### config.mk
export PLATFORM = sky130hd
export DESIGN_NAME = quiz_score_scanner
export DESIGN_NICKNAME = d
export VERILOG_FILES = /design/src/rtl/quiz_disp_pkg.sv /design/src/rtl/bin2bcd_seq.sv /design/src/rtl/quiz_score_scanner.sv
export SDC_FILE = /design/constraint.sdc
export NUM_CORES = 1
export LEC_CHECK = 0
export BUFFER_PORTS_ARGS = -buffer_cell sky130_fd_sc_hd__buf_2
export CORE_AREA = 8 8 118 120
export CTS_CLUSTER_DIAMETER = 80
export CTS_CLUSTER_SIZE = 12
export DETAILED_ROUTE_END_ITERATION = 7
export DIE_AREA = 0 0 126 128
export GPL_ROUTABILITY_DRIVEN = 0
export PLACE_DENSITY = 0.62
export SLEW_MARGIN = 40
export SYNTH_ARGS = -nofsm -noshare
export SYNTH_HDL_FRONTEND = slang
export SYNTH_SLANG_ARGS = --single-unit
### constraint.sdc
create_clock -name clk -period 6.4 [get_ports clk]
set_clock_uncertainty 0.1 [all_clocks]
set_input_delay 0.32 -clock clk [delete_from_list [all_inputs] [get_ports clk]]
set_output_delay 0.32 -clock clk [all_outputs]
set_load 0.02 [all_outputs]
### src/rtl/quiz_disp_pkg.sv
// Shared glyph definitions, converter states and helpers for the quiz score scanner.
// Segment constants are active-high in {g,f,e,d,c,b,a} order.
package quiz_disp_pkg;

    localparam int unsigned MaxPlayers = 9;

    localparam logic [6:0] SegD0    = 7'h3F;
    localparam logic [6:0] SegD1    = 7'h06;
    localparam logic [6:0] SegD2    = 7'h5B;
    localparam logic [6:0] SegD3    = 7'h4F;
    localparam logic [6:0] SegD4    = 7'h66;
    localparam logic [6:0] SegD5    = 7'h6D;
    localparam logic [6:0] SegD6    = 7'h7D;
    localparam logic [6:0] SegD7    = 7'h07;
    localparam logic [6:0] SegD8    = 7'h7F;
    localparam logic [6:0] SegD9    = 7'h6F;
    localparam logic [6:0] SegDash  = 7'h40;
    localparam logic [6:0] SegLetO  = 7'h5C;
    localparam logic [6:0] SegLetN  = 7'h54;
    localparam logic [6:0] SegBlank = 7'h00;

    typedef enum logic [3:0] {
        DIG0, DIG1, DIG2, DIG3, DIG4, DIG5, DIG6, DIG7, DIG8, DIG9,
        DASH, LET_O, LET_N, BLANK
    } glyph_e;

    typedef enum logic [1:0] {StIdle, StShift, StDone} conv_state_e;

    function automatic logic [3:0] onehot_to_index(input logic [MaxPlayers-1:0] vec);
        logic [3:0] idx;
        idx = '0;
        for (int i = 0; i < MaxPlayers; i++) begin
            if (vec[i]) idx = 4'(i);
        end
        return idx;
    endfunction

    function automatic logic [6:0] glyph_segs(input glyph_e code);
        case (code)
            DIG0:    return SegD0;
            DIG1:    return SegD1;
            DIG2:    return SegD2;
            DIG3:    return SegD3;
            DIG4:    return SegD4;
            DIG5:    return SegD5;
            DIG6:    return SegD6;
            DIG7:    return SegD7;
            DIG8:    return SegD8;
            DIG9:    return SegD9;
            DASH:    return SegDash;
            LET_O:   return SegLetO;
            LET_N:   return SegLetN;
            default: return SegBlank;
        endcase
    endfunction

endpackage

### src/rtl/bin2bcd_seq.sv
// Sequential double-dabble converter: MARK_W shift cycles then a one-cycle done pulse.
// Input must already be limited to 0..99 so two BCD digits suffice.
module bin2bcd_seq
    import quiz_disp_pkg::*;
#(
    parameter int unsigned MARK_W = 4
) (
    input  logic       clk,
    input  logic       rst,
    input  logic       start,
    input  logic [6:0] bin,
    output logic       busy,
    output logic       done,
    output logic [3:0] tens,
    output logic [3:0] units
);

    localparam int unsigned CntW = $clog2(MARK_W + 1);

    conv_state_e     state_q, state_d;
    logic [7:0]      bcd_q, bcd_d;
    logic [6:0]      sh_q, sh_d;
    logic [CntW-1:0] cnt_q, cnt_d;
    logic [7:0]      adj;

    always_comb begin
        state_d = state_q;
        bcd_d   = bcd_q;
        sh_d    = sh_q;
        cnt_d   = cnt_q;
        adj     = bcd_q;
        if (adj[3:0] >= 4'd5) adj[3:0] = adj[3:0] + 4'd3;
        if (adj[7:4] >= 4'd5) adj[7:4] = adj[7:4] + 4'd3;
        unique case (state_q)
            StIdle: begin
                if (start) begin
                    bcd_d   = '0;
                    // MSB of the MARK_W-bit value lands in sh_q[6]
                    sh_d    = bin << (7 - MARK_W);
                    cnt_d   = '0;
                    state_d = StShift;
                end
            end
            StShift: begin
                {bcd_d, sh_d} = {adj, sh_q} << 1;
                cnt_d         = cnt_q + CntW'(1);
                if (cnt_q == CntW'(MARK_W - 1)) state_d = StDone;
            end
            StDone:  state_d = StIdle;
            default: state_d = StIdle;
        endcase
    end

    always_ff @(posedge clk) begin
        if (rst) begin
            state_q <= StIdle;
            bcd_q   <= '0;
            sh_q    <= '0;
            cnt_q   <= '0;
        end else begin
            state_q <= state_d;
            bcd_q   <= bcd_d;
            sh_q    <= sh_d;
            cnt_q   <= cnt_d;
        end
    end

    assign busy  = (state_q != StIdle);
    assign done  = (state_q == StDone);
    assign tens  = bcd_q[7:4];
    assign units = bcd_q[3:0];

endmodule

### src/rtl/quiz_score_scanner.sv
// Multiplexed common-anode driver showing the answering player and score as "SS P. o n".
// Score snapshots are taken once per frame; a blink burst marks every change of answerer.
module quiz_score_scanner
    import quiz_disp_pkg::*;
#(
    parameter int unsigned N_PLAYERS    = 4,
    parameter int unsigned MARK_W       = 4,
    parameter int unsigned SCAN_DIV     = 100000,
    parameter int unsigned BLINK_FRAMES = 64
) (
    input  logic                        clk,
    input  logic                        rst,
    input  logic [N_PLAYERS-1:0]        answer,
    input  logic [N_PLAYERS*MARK_W-1:0] marks,
    output logic [7:0]                  dig,
    output logic [7:0]                  seg
);

    localparam int unsigned ScanW  = $clog2(SCAN_DIV);
    localparam int unsigned BlinkW = $clog2(BLINK_FRAMES);

    logic [N_PLAYERS-1:0] ans_q, last_q;
    logic [ScanW-1:0]     scan_q;
    logic [2:0]           slot_q;
    logic [BlinkW-1:0]    blink_q;
    logic [3:0]           player_snap_q, disp_player_q, disp_tens_q, disp_units_q;
    logic                 disp_valid_q;
    logic [7:0]           dig_q, seg_q, dig_d, seg_d;

    logic                 ans_valid, tick, frame_end, trigger, blank, dp;
    logic                 conv_start, conv_busy, conv_done;
    logic [3:0]           idx, conv_tens, conv_units;
    logic [MARK_W-1:0]    sel_mark;
    logic [6:0]           sat_mark;
    glyph_e               code;

    assign ans_valid  = (ans_q != '0) && ((ans_q & (ans_q - N_PLAYERS'(1))) == '0);
    assign tick       = (scan_q == ScanW'(SCAN_DIV - 1));
    assign frame_end  = tick && (slot_q == 3'd4);
    assign conv_start = frame_end && ans_valid && !conv_busy;
    assign trigger    = ans_valid && (ans_q != last_q);
    assign blank      = (blink_q != '0) && blink_q[3];
    assign idx        = onehot_to_index(MaxPlayers'(ans_q));

    always_comb begin
        sel_mark = '0;
        for (int i = 0; i < N_PLAYERS; i++) begin
            if (ans_q[i]) sel_mark = marks[i*MARK_W +: MARK_W];
        end
        sat_mark = (7'(sel_mark) > 7'd99) ? 7'd99 : 7'(sel_mark);
    end

    bin2bcd_seq #(
        .MARK_W(MARK_W)
    ) u_bcd (
        .clk  (clk),
        .rst  (rst),
        .start(conv_start),
        .bin  (sat_mark),
        .busy (conv_busy),
        .done (conv_done),
        .tens (conv_tens),
        .units(conv_units)
    );

    always_comb begin
        code = BLANK;
        dp   = 1'b0;
        case (slot_q)
            3'd0: code = disp_valid_q ? glyph_e'(disp_units_q) : DASH;
            3'd1: code = disp_valid_q ? glyph_e'(disp_tens_q) : DASH;
            3'd2: begin
                code = disp_valid_q ? glyph_e'(disp_player_q) : DASH;
                dp   = disp_valid_q;
            end
            3'd3:    code = LET_O;
            3'd4:    code = LET_N;
            default: code = BLANK;
        endcase
        seg_d = ~{dp, glyph_segs(code)};
        dig_d = blank ? 8'hFF : ~(8'h01 << slot_q);
    end

    always_ff @(posedge clk) begin
        ans_q <= answer;
        if (rst) begin
            scan_q        <= '0;
            slot_q        <= '0;
            blink_q       <= '0;
            last_q        <= '0;
            player_snap_q <= '0;
            disp_valid_q  <= 1'b0;
            disp_player_q <= '0;
            disp_tens_q   <= '0;
            disp_units_q  <= '0;
            dig_q         <= 8'hFF;
            seg_q         <= 8'hFF;
        end else begin
            scan_q <= tick ? '0 : scan_q + ScanW'(1);
            if (tick) begin
                slot_q <= (slot_q == 3'd4) ? 3'd0 : slot_q + 3'd1;
                dig_q  <= dig_d;
                seg_q  <= seg_d;
            end
            if (trigger) begin
                blink_q <= BlinkW'(BLINK_FRAMES - 1);
                last_q  <= ans_q;
            end else if (frame_end && (blink_q != '0)) begin
                blink_q <= blink_q - BlinkW'(1);
            end
            if (conv_start) player_snap_q <= idx + 4'd1;
            // Invalid answer blanks the value at a frame boundary; stored digits are kept.
            if (frame_end && !ans_valid) disp_valid_q <= 1'b0;
            if (conv_done) begin
                disp_valid_q  <= 1'b1;
                disp_player_q <= player_snap_q;
                disp_tens_q   <= conv_tens;
                disp_units_q  <= conv_units;
            end
        end
    end

    assign dig = dig_q;
    assign seg = seg_q;

endmodule
Word-level counts from Yosys, hierarchy flattened
Memory sizes are Yosys's and may differ from the RTL's. Index checks and enable logic that the tools add are counted.

Output and inout port bits: 16. Bits in latches: 0. Register bits after elaboration: 87. Bits in read-only memories: 112. Memory bits (writable): 0. Input bits: 22. Logic and storage cells: 93. Memories: 1.

Memories: (no name shown) (depth 16, width 7, rd ports 1, clocked after memory_dff 0, wr ports 0, line quiz_disp_pkg.sv:39) `case (code)`.

Eq/ne operators: 11. Order comparisons: 2. Shifts and indexed selects: 1. Multiply operators: 0. Add/sub/neg operators: 8. Reduce and logical (&&, ||, !) cells: 22. Mux-type cells: 29. Div/mod/pow operators: 0. Bitwise logic cells: 3.

Operator list (count): $mux 4 (10); $pmux 4 s5 (1); $add 17x1->17 const B (1); $eq 17x17->1 const B (1); $mux 8 (2); $not 8->8 (2); $pmux 8 s2 (1); $pmux 7 s2 (1); $mux 6 (2); $eq 3x2->1 const B (3); $mux 3 (3); $ge 4x3->1 const B (2); $logic_and 1x1->1 (8); $reduce_bool 2->1 (4); $shl 1x3->8 const A (1); $mux 7 (1); $add 3x1->3 const B (2); $pmux 3 s2 (1); $reduce_bool 6->1 (1); $sub 6x1->6 const B (1); $add 4x1->4 const B (1); $add 4x2->4 const B (1); $and 4x4->4 (1); $logic_not 4->1 (1); other kinds (18) (24).

Logic depth before layout (Yosys ltp)
Gate-level depths: netlist of run 1.

Depth after elaboration: 8. Mapped depth: 12. Depth with buffers taken out: 10.

By module
From an unflattened synthesis of run 1, not the netlist that was laid out.

Cells, all modules: 445. Area, all modules: 3968.8 um^2.

By module, submodules not included: quiz_score_scanner (cells each 350, area an instance 3143.0 um^2, times used 1, sequential area each 1301.2 um^2); bin2bcd_seq (cells each 95, area an instance 825.8 um^2, times used 1, sequential area each 340.3 um^2).

Worst setup path before layout of run 1
OpenSTA, ideal clock, no wires.

Path type: register to register. From: register slot_q[0]. To: register seg_q[3] (netlist: seg[3]). Period minus slack after synthesis: 2.429 ns. Setup slack: 3.971 ns. Library setup time: 0.128 ns. Arrival time: 2.202 ns. Stages on the path, launching flop included: 12. Buffers on the path: 1. Cell sequence: dfxtp_1 inv_1 ha_1 clkbuf_1 a222oi_1 nor2_1 or3_1 ha_1 inv_1 a211oi_1 a311oi_1 a21oi_1.

Word-level cells in the longest chain between the ends: 4. Elaborated cells on any way between the ends: 8. Classes of those cells: eq/ne: 4; mux: 1; bitwise: 1; reduce/logical: 1; memory: 1.

RTL lines: from (decl) (line quiz_score_scanner.sv:24) `logic [2:0] slot_q;`; from (signal assigned) (line quiz_score_scanner.sv:101) `slot_q <= (slot_q == 3'd4) ? 3'd0 : slot_q + 3'd1;`; $eq 3x3->1 (tied with other cells) (line quiz_score_scanner.sv:69) `case (slot_q)`; $pmux 4 s5 * (line quiz_score_scanner.sv:69); $mem_v2 16x7 *; $not 8->8 * (line quiz_score_scanner.sv:80) `seg_d = ~{dp, glyph_segs(code)};`; to (signal assigned) (line quiz_score_scanner.sv:103) `seg_q <= seg_d;`; to (decl) (line quiz_score_scanner.sv:28) `logic [7:0] dig_q, seg_q, dig_d, seg_d;`.

Every way passes the cells marked *; elsewhere a longest branch is shown, timed or not. A chain may end at the register's enable or synchronous reset.

Worst setup path in the final report of run 1
From: register slot_q[0]. To: register seg_q[0] (netlist: seg[0]).

The elaborated chain is that of the path after synthesis.

==> impl_metrics.csv, run 1 <==
group,metric,value,unit
layout,n_fill_cell,1254,
sta,finalSetupViolations,0,
yosys,synth.avg_cell_area,8.16,µm²
sta,setup_ws,3.65,ns
floorplan,io_pins,38,
worst_hold_path,hold_depth,5,
yosys,ys_async_sr_fraction,0,%
layout,area_delta_synth_final,14.4,%
global_route,grt.total_usage,12.0,%
setup_path,rr_worst_depth,7,
placement,dp_hpwl,6.80,mm
routing,vias,3649,
sta,fin_crit,2.75,ns
yosys,ys_warn_count,0,
yosys,synth_compound_area_share,18.3,%
yosys,synth_mux_area_share,1.00,%
setup_path,cp_max_fo,11,
global_route,antenna_found_initial,0,
job,cap_violations,0,
placement,place_inst,664,
sta,max_freq,363,MHz
setup_path,timing.rr.start,"slot_q[0]",
pwr,power_density,226,nW/µm²
layout,diodes,0,
yosys,synth_common_cells,"82 x dfxtp_1, 55 x nor2_1, 54 x nand2_1, 42 x a21oi_1, 27 x nand3_1",
floorplan,die_h,128,µm
setup_path,cp.required,6.55,ns
worst_hold_path,hold_path_class,"in -> reg",
setup_path,worstPathCellList,"inv_1 -> ha_1 -> a222oi_1 -> o221ai_1 -> or3_1 -> o221a_2 -> a211oi_1",
setup_path,reg2reg_to,"seg[0]",
routing,drc,0,
yosys,syn-instance-count,505,
global_route,top_usage_layer,"met2",
worst_hold_path,min_to,"u_bcd.sh_q[4]",
setup_path,crit_arrival,2.90,ns
global_route,grt_pass1_wl,16.0,mm
setup_path,critical-path-max-stage-delay,0.49,ns
floorplan,die_x,126,µm
cts,cts_made_buffers,9,
yosys,synth_top_cell_by_area,"dfxtp_1",
cts,clockBufferDepth,2,
layout,drive_gt1_share,12.2,%
routing,dr.pass1.iters,5,
sta,worst_pin_slew,0.875,ns
floorplan,initial_core_util,33.8,%
cts,cts_tree,"done",
cts,clk_latency,0.34,ns
setup_path,crit_type,"reg -> reg",
yosys,yosys.area_share.simple,26.1,%
yosys,synth_nets,545,
sta,final_max_slew_viol_count,0,
global_route,grt_use_met2,20.1,%
routing,drt_iter0_drc,270,
placement,placed_cell_area,4400,µm²
yosys,synth_seq_cells,82,
routing,routedWlPerCell,13.9,µm
setup_path,cp_slowest_cell,"or3_1",
sta,hold_violations,0,
yosys,synth.top_cell.area_share,39.8,%
yosys,ys_top_cells_by_area,"dfxtp_1 40%, ha_1 5.5%, a21oi_1 5.1%, nor2_1 5.0%, nand2_1 4.9%",
global_route,grt_util_met1,14.3,%
layout,fin_cells,682,
setup_path,critPathBufInv,1,
setup_path,cp.depth,7,
yosys,ys_types,51,
setup_path,endpoint_kind,"flop",
cts,root_buffer,"clkbuf_16",
setup_path,r2r_slack,3.65,ns
sta,finalSetupTns,0,ns
yosys,synth.most_common_cell,"dfxtp_1",
sta,min_period_over_period,43.0,%
yosys,synth_fa_ha_area_share,5.46,%
global_route,grt_max_degree,52,
cts,htree_levels,3,
worst_hold_path,hold_start,"marks[13]",
yosys,synthFlopType,"dfxtp_1",
cts,cts.sinks,82,
yosys,yosysSeqAreaShare,39.8,%
placement,post-place-ws,3.68,ns
routing,final_antenna_net_count,0,
routing,wl,9.47,mm
floorplan,die_area,16100,µm²
cts,post_cts_buffers,0,
pwr,p_leak,1.74,nW
pwr,peakVddDrop,0.000120,V
status,outcome,"complete, no violations",
yosys,mappedNetlistArea,4120,µm²
floorplan,rows,41,
placement,port_buffers,37,
floorplan,coreArea,12200,µm²
sta,worst_hold_slack,0.282,ns
global_route,use_met3,3.91,%
layout,fin_area,4710,µm²
layout,nNetsFinal,569,
sta,relSlewSlack,41.1,%
setup_path,crit_path_start_kind,"flop",
yosys,synth_edf_count,0,
yosys,synth_top_family_by_area,"simple AND/OR/NAND/NOR gates",
setup_path,critical-path-top-delay-family,"compound AO/OA/AOI/OAI gates",
routing,vias_per_cell,5.35,
sta,rsz0062_at_grt,"no",
global_route,grt_overflow,0,
cts,path_clk_slew,0.05,ns
yosys,synth-xor-area-share,4.89,%
global_route,grt_pass1_vias,3528,
## routing by layer
layer | wire length, µm | part of all wire (%)
met1 | 4500 | 48
met5 | 0 | 0
met4 | 100 | 1.1
met3 | 415 | 4.4
met2 | 4450 | 47
## sequential cells by signal (all words and copies together), names as in the netlist, 6 cells and up
signal       cells
blink_q          6
dig              8
u_bcd.bcd_q      8
scan_q          17
seg              8
## cells in the final DEF (no fill, tap or decap), drive strengths merged, types with 9 or more instances in the layout
cell / count
ha: 18
dfxtp: 82
nor2: 55
xnor2: 14
a21oi: 42
o21ai: 21
nand3: 27
o31ai: 11
buf: 38
and3: 11
nor3: 15
inv: 18
nand2: 54
clkbuf: 10
xor2: 9
a31oi: 9
## report_power, final
part	internal, mW	switching [mW]	leakage (nW)
Sequential	0.518	0.00871	0.665
Combinational	0.0216	0.0305	0.933
Clock	0.295	0.189	0.138
Total	0.835	0.228	1.74
## stage by stage
step / utilization [%] / total power [mW]
finish: 38.6 / 1.06
CTS: 38.6 / 1.08
global placement: 35.9 / 0.586
global route: 38.6 / 1.11
detailed placement: 36.0 / 0.588
floorplan: - / 0.571
## kinds of logic (layout without fill, tap and decap cells)
group | count (synthesis) | in the layout
multiplexers | 4 | 4
buffers and inverters | 47 | 74
flip-flops | 82 | 82
AND/OR/NAND/NOR | 213 | 213
XOR/XNOR | 23 | 23
AO/OA/AOI/OAI | 118 | 118
adder cells (fa/ha/maj) | 18 | 18
## how the worst max path moves through the flow
| stage | start | end | slack (ns) |
|---|---|---|---|
| 6_report | slot_q[0] | seg[0] | 3.65 |
| 3_3_place_gp | ans_q[3] | player_snap_q[0] | 3.62 |
| 5_1_grt | ans_q[3] | player_snap_q[0] | 3.50 |
| 2_1_floorplan | slot_q[0] | seg[3] | 3.97 |
| 4_1_cts | slot_q[0] | seg[0] | 3.66 |
| 3_5_place_dp | slot_q[0] | seg[0] | 3.68 |
## worst reg2reg max path, stage by stage (launching register included)
cell	delay, ns
dfxtp_1	0.38
inv_1	0.10
ha_1	0.33
a222oi_1	0.42
o221ai_1	0.38
or3_1	0.49
o221a_2	0.27
a211oi_1	0.21
## final cells by class
cell class / count / area, µm² / area share, %
Tap cell: 150 / 188 / 3.98
Inverter: 18 / 67.6 / 1.43
Clock inverter: 4 / 45.0 / 0.956
Timing Repair Buffer: 42 / 235 / 4.99
Sequential cell: 82 / 1640 / 34.8
Multi-Input combinational cell: 376 / 2310 / 49.0
Clock buffer: 10 / 229 / 4.86
## what timing repair did
item / CTS / global route
gates resized for setup: 0 / 0
hold endpoints to repair: 4 / 0
hold buffers: 4 / 0
No activity file was read; power rests on OpenSTA's default activity.
==> run 2, diff against run 1 <==
Clock period 6.4 ns to 2.6 ns, I/O delays scaled along.
==> impl_metrics.csv, run 2 (synthesis gave the netlist of run 1 again) <==
group,metric,value,unit
sta,final_max_slew_viol_count,0,
pwr,p_leak,1.85,nW
sta,worst_hold_slack,0.0896,ns
sta,worst_pin_slew,0.686,ns
sta,finalSetupViolations,0,
global_route,grt_max_degree,51,
setup_path,cp_max_fo,5,
status,outcome,"complete, no violations",
placement,port_buffers,37,
setup_path,rr_worst_depth,10,
sta,min_period_over_period,94.2,%
layout,layout_common_cells,"80 x dfxtp_1, 55 x nor2_1, 54 x nand2_1",
global_route,antenna_found_initial,0,
floorplan,io_pins,38,
setup_path,timing.rr.start,"slot_q[0]",
sta,fin_crit,2.45,ns
routing,drt_iter0_drc,215,
routing,vias,3706,
pwr,power_density,565,nW/µm²
sta,max_freq,408,MHz
cts,htree_levels,3,
global_route,grt_overflow,0,
floorplan,initial_core_util,33.8,%
cts,root_buffer,"clkbuf_16",
pwr,total_power,2.78,mW
setup_path,worstPathCellList,"inv_2 -> ha_4 -> a222oi_1 -> nor2_1 -> or3_4 -> ha_1 -> inv_1 -> a211oi_1 -> a311oi_1 -> a21oi_1",
layout,drive_gt1_share,16.3,%
setup_path,critical-path-max-stage-delay,0.41,ns
cts,clk_latency,0.34,ns
floorplan,die_h,128,µm
setup_path,critPathBufInv,2,
setup_path,cp_slowest_cell,"a222oi_1",
routing,vias_per_cell,5.28,
routing,routedWlPerCell,13.8,µm
worst_hold_path,hold_depth,5,
setup_path,crit_path_start_kind,"flop",
pwr,peakVddDrop,0.000321,V
floorplan,coreArea,12200,µm²
setup_path,cp.required,2.69,ns
job,cap_violations,0,
setup_path,critical-path-top-delay-family,"compound AO/OA/AOI/OAI gates",
worst_hold_path,min_to,"u_bcd.sh_q[4]",
setup_path,crit_start,"slot_q[0]",
global_route,grt_pass1_wl,16.9,mm
cts,cts.sinks,82,
routing,final_antenna_net_count,0,
sta,rsz0062_at_grt,"no",
layout,largest_reg_flops,17,
routing,wl,9.72,mm
global_route,grt.total_usage,12.5,%
sta,setup_ws,0.151,ns
setup_path,reg2reg_to,"seg[3]",
setup_path,crit_type,"reg -> reg",
placement,place_inst,682,
sta,hold_violations,0,
worst_hold_path,hold_path_class,"in -> reg",
sta,relSlewSlack,54.1,%
layout,nNetsFinal,588,
placement,dp_hpwl,6.88,mm
cts,cts_made_buffers,9,
floorplan,die_area,16100,µm²
layout,diodes,0,
layout,area_delta_synth_final,19.2,%
routing,drc,0,
global_route,grt_pass1_vias,3593,
cts,cts_tree,"done",
placement,post-place-ws,0.0328,ns
floorplan,die_x,126,µm
sta,finalSetupTns,0,ns
cts,path_clk_slew,0.06,ns
layout,mostFrequentLayoutCell,"dfxtp_1",
setup_path,r2r_slack,0.15,ns
worst_hold_path,hold_start,"marks[13]",
routing,dr.pass1.iters,5,
floorplan,rows,41,
cts,clockBufferDepth,2,
layout,fin_cells,702,
setup_path,endpoint_kind,"flop",
layout,largest-register,"scan_q",
setup_path,crit_arrival,2.54,ns
[run 2: changes by cell type in the layout (fill, tap and decap cells not counted), moves of 2 or more]
cell,before,now
ha_1,18,16
dfxtp_2,0,2
buf_4,2,20
dfxtp_1,82,80
[run 2: how the worst max path moves through the flow]
| stage | slack, ns | cells past startpoint | to |
|---|---|---|---|
| 3_5_place_dp | 0.03 | 10 | seg[3] |
| 4_1_cts | 0.003 | 10 | seg[3] |
| 6_report | 0.15 | 10 | seg[3] |
| 3_3_place_gp | 0.13 | 10 | seg[3] |
| 2_1_floorplan | 0.17 | 11 | seg[3] |
| 5_1_grt | 0.02 | 10 | seg[3] |
[run 2: metal layers]
layer / part of all wire [%] / track usage, %
met1: 47 / 15.5
met2: 45 / 19.9
met3: 5.8 / 4.12
met4: 2.4 / 4.88
met5: 0 / 0
[run 2: cell type report]
class	instances	area, µm²
tap	150	188
clock buffer	10	239
multi-input combinational	376	2320
sequential	82	1640
inverter	18	67.6
fill	1253	7300
clock inverter	5	78.8
timing repair buffer	61	375
[run 2: worst reg2reg max path: cells and delay by family (launching register included)]
family / cells / cell delay, ns
AOI/OAI and AO/OA: 4 / 0.88
buffers and inverters: 2 / 0.15
and+or+nand+nor: 2 / 0.46
DFF: 1 / 0.36
adders and majority gates: 2 / 0.36
[run 2: through the flow]
stage / cell area (µm²) / utilization, %
3_3_place_gp: 4520 / 37.0
4_1_cts: 4880 / 40.0
2_1_floorplan: 4120 / -
5_1_grt: 4910 / 40.2
3_5_place_dp: 4520 / 37.0
6_report: 4910 / 40.2
[run 2: timing repair]
item	in CTS	in global routing
endpoints found under the hold margin	4	0
gates resized for setup	0	7
hold buffers	4	0
setup endpoints to repair	1	6
pin swaps	1	4
setup buffers	0	1
[run 2: where the power goes]
| part | leakage [nW] | switching, mW | internal (mW) |
|---|---|---|---|
| clock network | 0.158 | 0.488 | 0.859 |
| registers | 0.666 | 0.0204 | 1.28 |
| logic | 1.02 | 0.0755 | 0.0575 |
| total | 1.85 | 0.584 | 2.19 |
==> run 3, diff against run 2 <==
--- a/config.mk
+++ b/config.mk
@@ -14,3 +14,3 @@
 export GPL_ROUTABILITY_DRIVEN = 0
-export PLACE_DENSITY = 0.62
+export PLACE_DENSITY = 0.49
 export SLEW_MARGIN = 40
@@ -19 +19,2 @@
 export SYNTH_SLANG_ARGS = --single-unit
+export TNS_END_PERCENT = 30
--- a/constraint.sdc
+++ b/constraint.sdc
@@ -4,2 +4,2 @@
 set_output_delay 0.13 -clock clk [all_outputs]
-set_load 0.02 [all_outputs]
+set_load 0.1 [all_outputs]
==> impl_metrics.csv, run 3 (synthesis gave the netlist of run 1 again) <==
group,metric,value,unit
setup_path,cp_slowest_cell,"a222oi_1",
global_route,grt_max_degree,51,
routing,drc,0,
worst_hold_path,hold_path_class,"in -> reg",
pwr,internal-power,2.20,mW
sta,worst_pin_slew,0.698,ns
setup_path,rr_worst_depth,10,
pwr,p_leak,1.85,nW
layout,fin_cells,704,
floorplan,io_pins,38,
placement,placed_cell_area,4530,µm²
pwr,p_sw,0.627,mW
sta,worst_hold_slack,0.0749,ns
sta,hold_violations,0,
layout,diodes,0,
routing,vias,3676,
setup_path,crit_arrival,2.58,ns
floorplan,initial_core_util,33.8,%
pwr,total_power,2.83,mW
routing,final_antenna_net_count,0,
worst_hold_path,min_to,"u_bcd.sh_q[3]",
worst_hold_path,hold_start,"marks[12]",
placement,post-place-ws,0.0909,ns
cts,cts.sinks,82,
status,outcome,"complete, no violations",
sta,fin_crit,2.48,ns
cts,root_buffer,"clkbuf_16",
setup_path,crit_type,"reg -> reg",
setup_path,reg2reg_to,"seg[3]",
layout,area_delta_synth_final,19.2,%
pwr,p_clk_share,49.5,%
setup_path,worstPathCellList,"inv_1 -> ha_1 -> a222oi_1 -> nor2_1 -> or3_4 -> ha_1 -> inv_1 -> a211oi_1 -> a311oi_1 -> a21oi_1",
layout,nNetsFinal,589,
layout,largest-register,"scan_q",
layout,final_util,40.2,%
layout,drive_gt1_share,15.9,%
floorplan,die_h,128,µm
layout,fin_area,4910,µm²
global_route,grt_pass1_wl,16.4,mm
cts,clk_latency,0.34,ns
sta,finalSetupViolations,0,
layout,mostFrequentLayoutCell,"dfxtp_1",
floorplan,die_x,126,µm
routing,routedWlPerCell,14.1,µm
global_route,grt_overflow,0,
global_route,grt.total_usage,12.5,%
cts,cts_made_buffers,9,
sta,setup_ws,0.122,ns
setup_path,crit_start,"slot_q[0]",
floorplan,coreArea,12200,µm²
placement,place_inst,683,
floorplan,die_area,16100,µm²
setup_path,r2r_slack,0.12,ns
layout,largest_reg_flops,17,
worst_hold_path,hold_depth,5,
global_route,grt_pass1_vias,3467,
global_route,antenna_found_initial,0,
pwr,sw_frac_of_total,22.1,%
pwr,seqPwrFrac,45.6,%
cts,htree_levels,3,
cts,clockBufferDepth,2,
job,cap_violations,0,
setup_path,critical-path-max-stage-delay,0.42,ns
cts,path_clk_slew,0.06,ns
setup_path,cp_max_fo,4,
sta,min_period_over_period,95.3,%
pwr,comb_power_share,4.9,%
sta,max_freq,404,MHz
pwr,power_density,576,nW/µm²
routing,wl,9.90,mm
placement,dp_hpwl,7.14,mm
routing,drt_iter0_drc,160,
layout,layout_common_cells,"81 x dfxtp_1, 55 x nor2_1, 54 x nand2_1",
placement,port_buffers,37,
sta,final_max_slew_viol_count,0,
setup_path,timing.rr.start,"slot_q[0]",
pwr,peakVddDrop,0.000256,V
sta,relSlewSlack,53.4,%
floorplan,rows,41,
setup_path,cp.required,2.70,ns
routing,vias_per_cell,5.22,
routing,dr.pass1.iters,4,
sta,finalSetupTns,0,ns
cts,cts_tree,"done",
setup_path,crit_path_start_kind,"flop",
setup_path,endpoint_kind,"flop",
-- run 3: worst max-delay path by stage --
| stage | slack, ns | endpoint | cells after the start |
|---|---|---|---|
| CTS | 0.07 | seg[3] | 10 |
| global placement | 0.16 | seg[3] | 10 |
| floorplan | 0.17 | seg[3] | 11 |
| finish | 0.12 | seg[3] | 10 |
| detailed placement | 0.09 | seg[3] | 10 |
| global route | -0.05 | seg[3] | 10 |
-- run 3: power by group through the flow --
| stage | clock (mW) | combinational [mW] | sequential, mW |
|---|---|---|---|
| after floorplan | 0 | 0.0945 | 1.31 |
| after global placement | 0 | 0.134 | 1.32 |
| after detailed placement | 0 | 0.135 | 1.32 |
| after CTS | 1.45 | 0.140 | 1.29 |
| after global routing | 1.50 | 0.156 | 1.29 |
| final | 1.40 | 0.138 | 1.29 |
-- run 3: critical path, delay by kind of cell, from the launching register on --
family                     cells  cell delay (ns)
AOI/OAI and AO/OA              4             0.79
and+or+nand+nor                2             0.53
adders and majority gates      2             0.41
DFF                            1             0.35
buffers and inverters          2             0.15
-- run 3: area by class of cell --
class                   instances  area [µm²]
clock buffers                  10         239
fillers                      1279        7300
inverters                      18        67.6
multi-input cells             376        2300
repair buffers                 62         383
flip-flops and latches         82        1640
well taps                     150         188
clock inverters                 6        88.8
-- run 3: timing repair --
item	in CTS	in global routing
hold buffers	4	0
gates resized for setup	0	2
setup endpoints to repair	0	6
hold endpoints to repair	4	0
buffers inserted	0	1
-- run 3: per-layer routing --
metal,GRT usage [%],share of wire (%),vias to the layer above
met4,6.65,2.1,0
li1,-,-,1882
met5,0,0,-
met2,19.9,44,67
met3,2.79,3.9,15
met1,15.4,50,1712
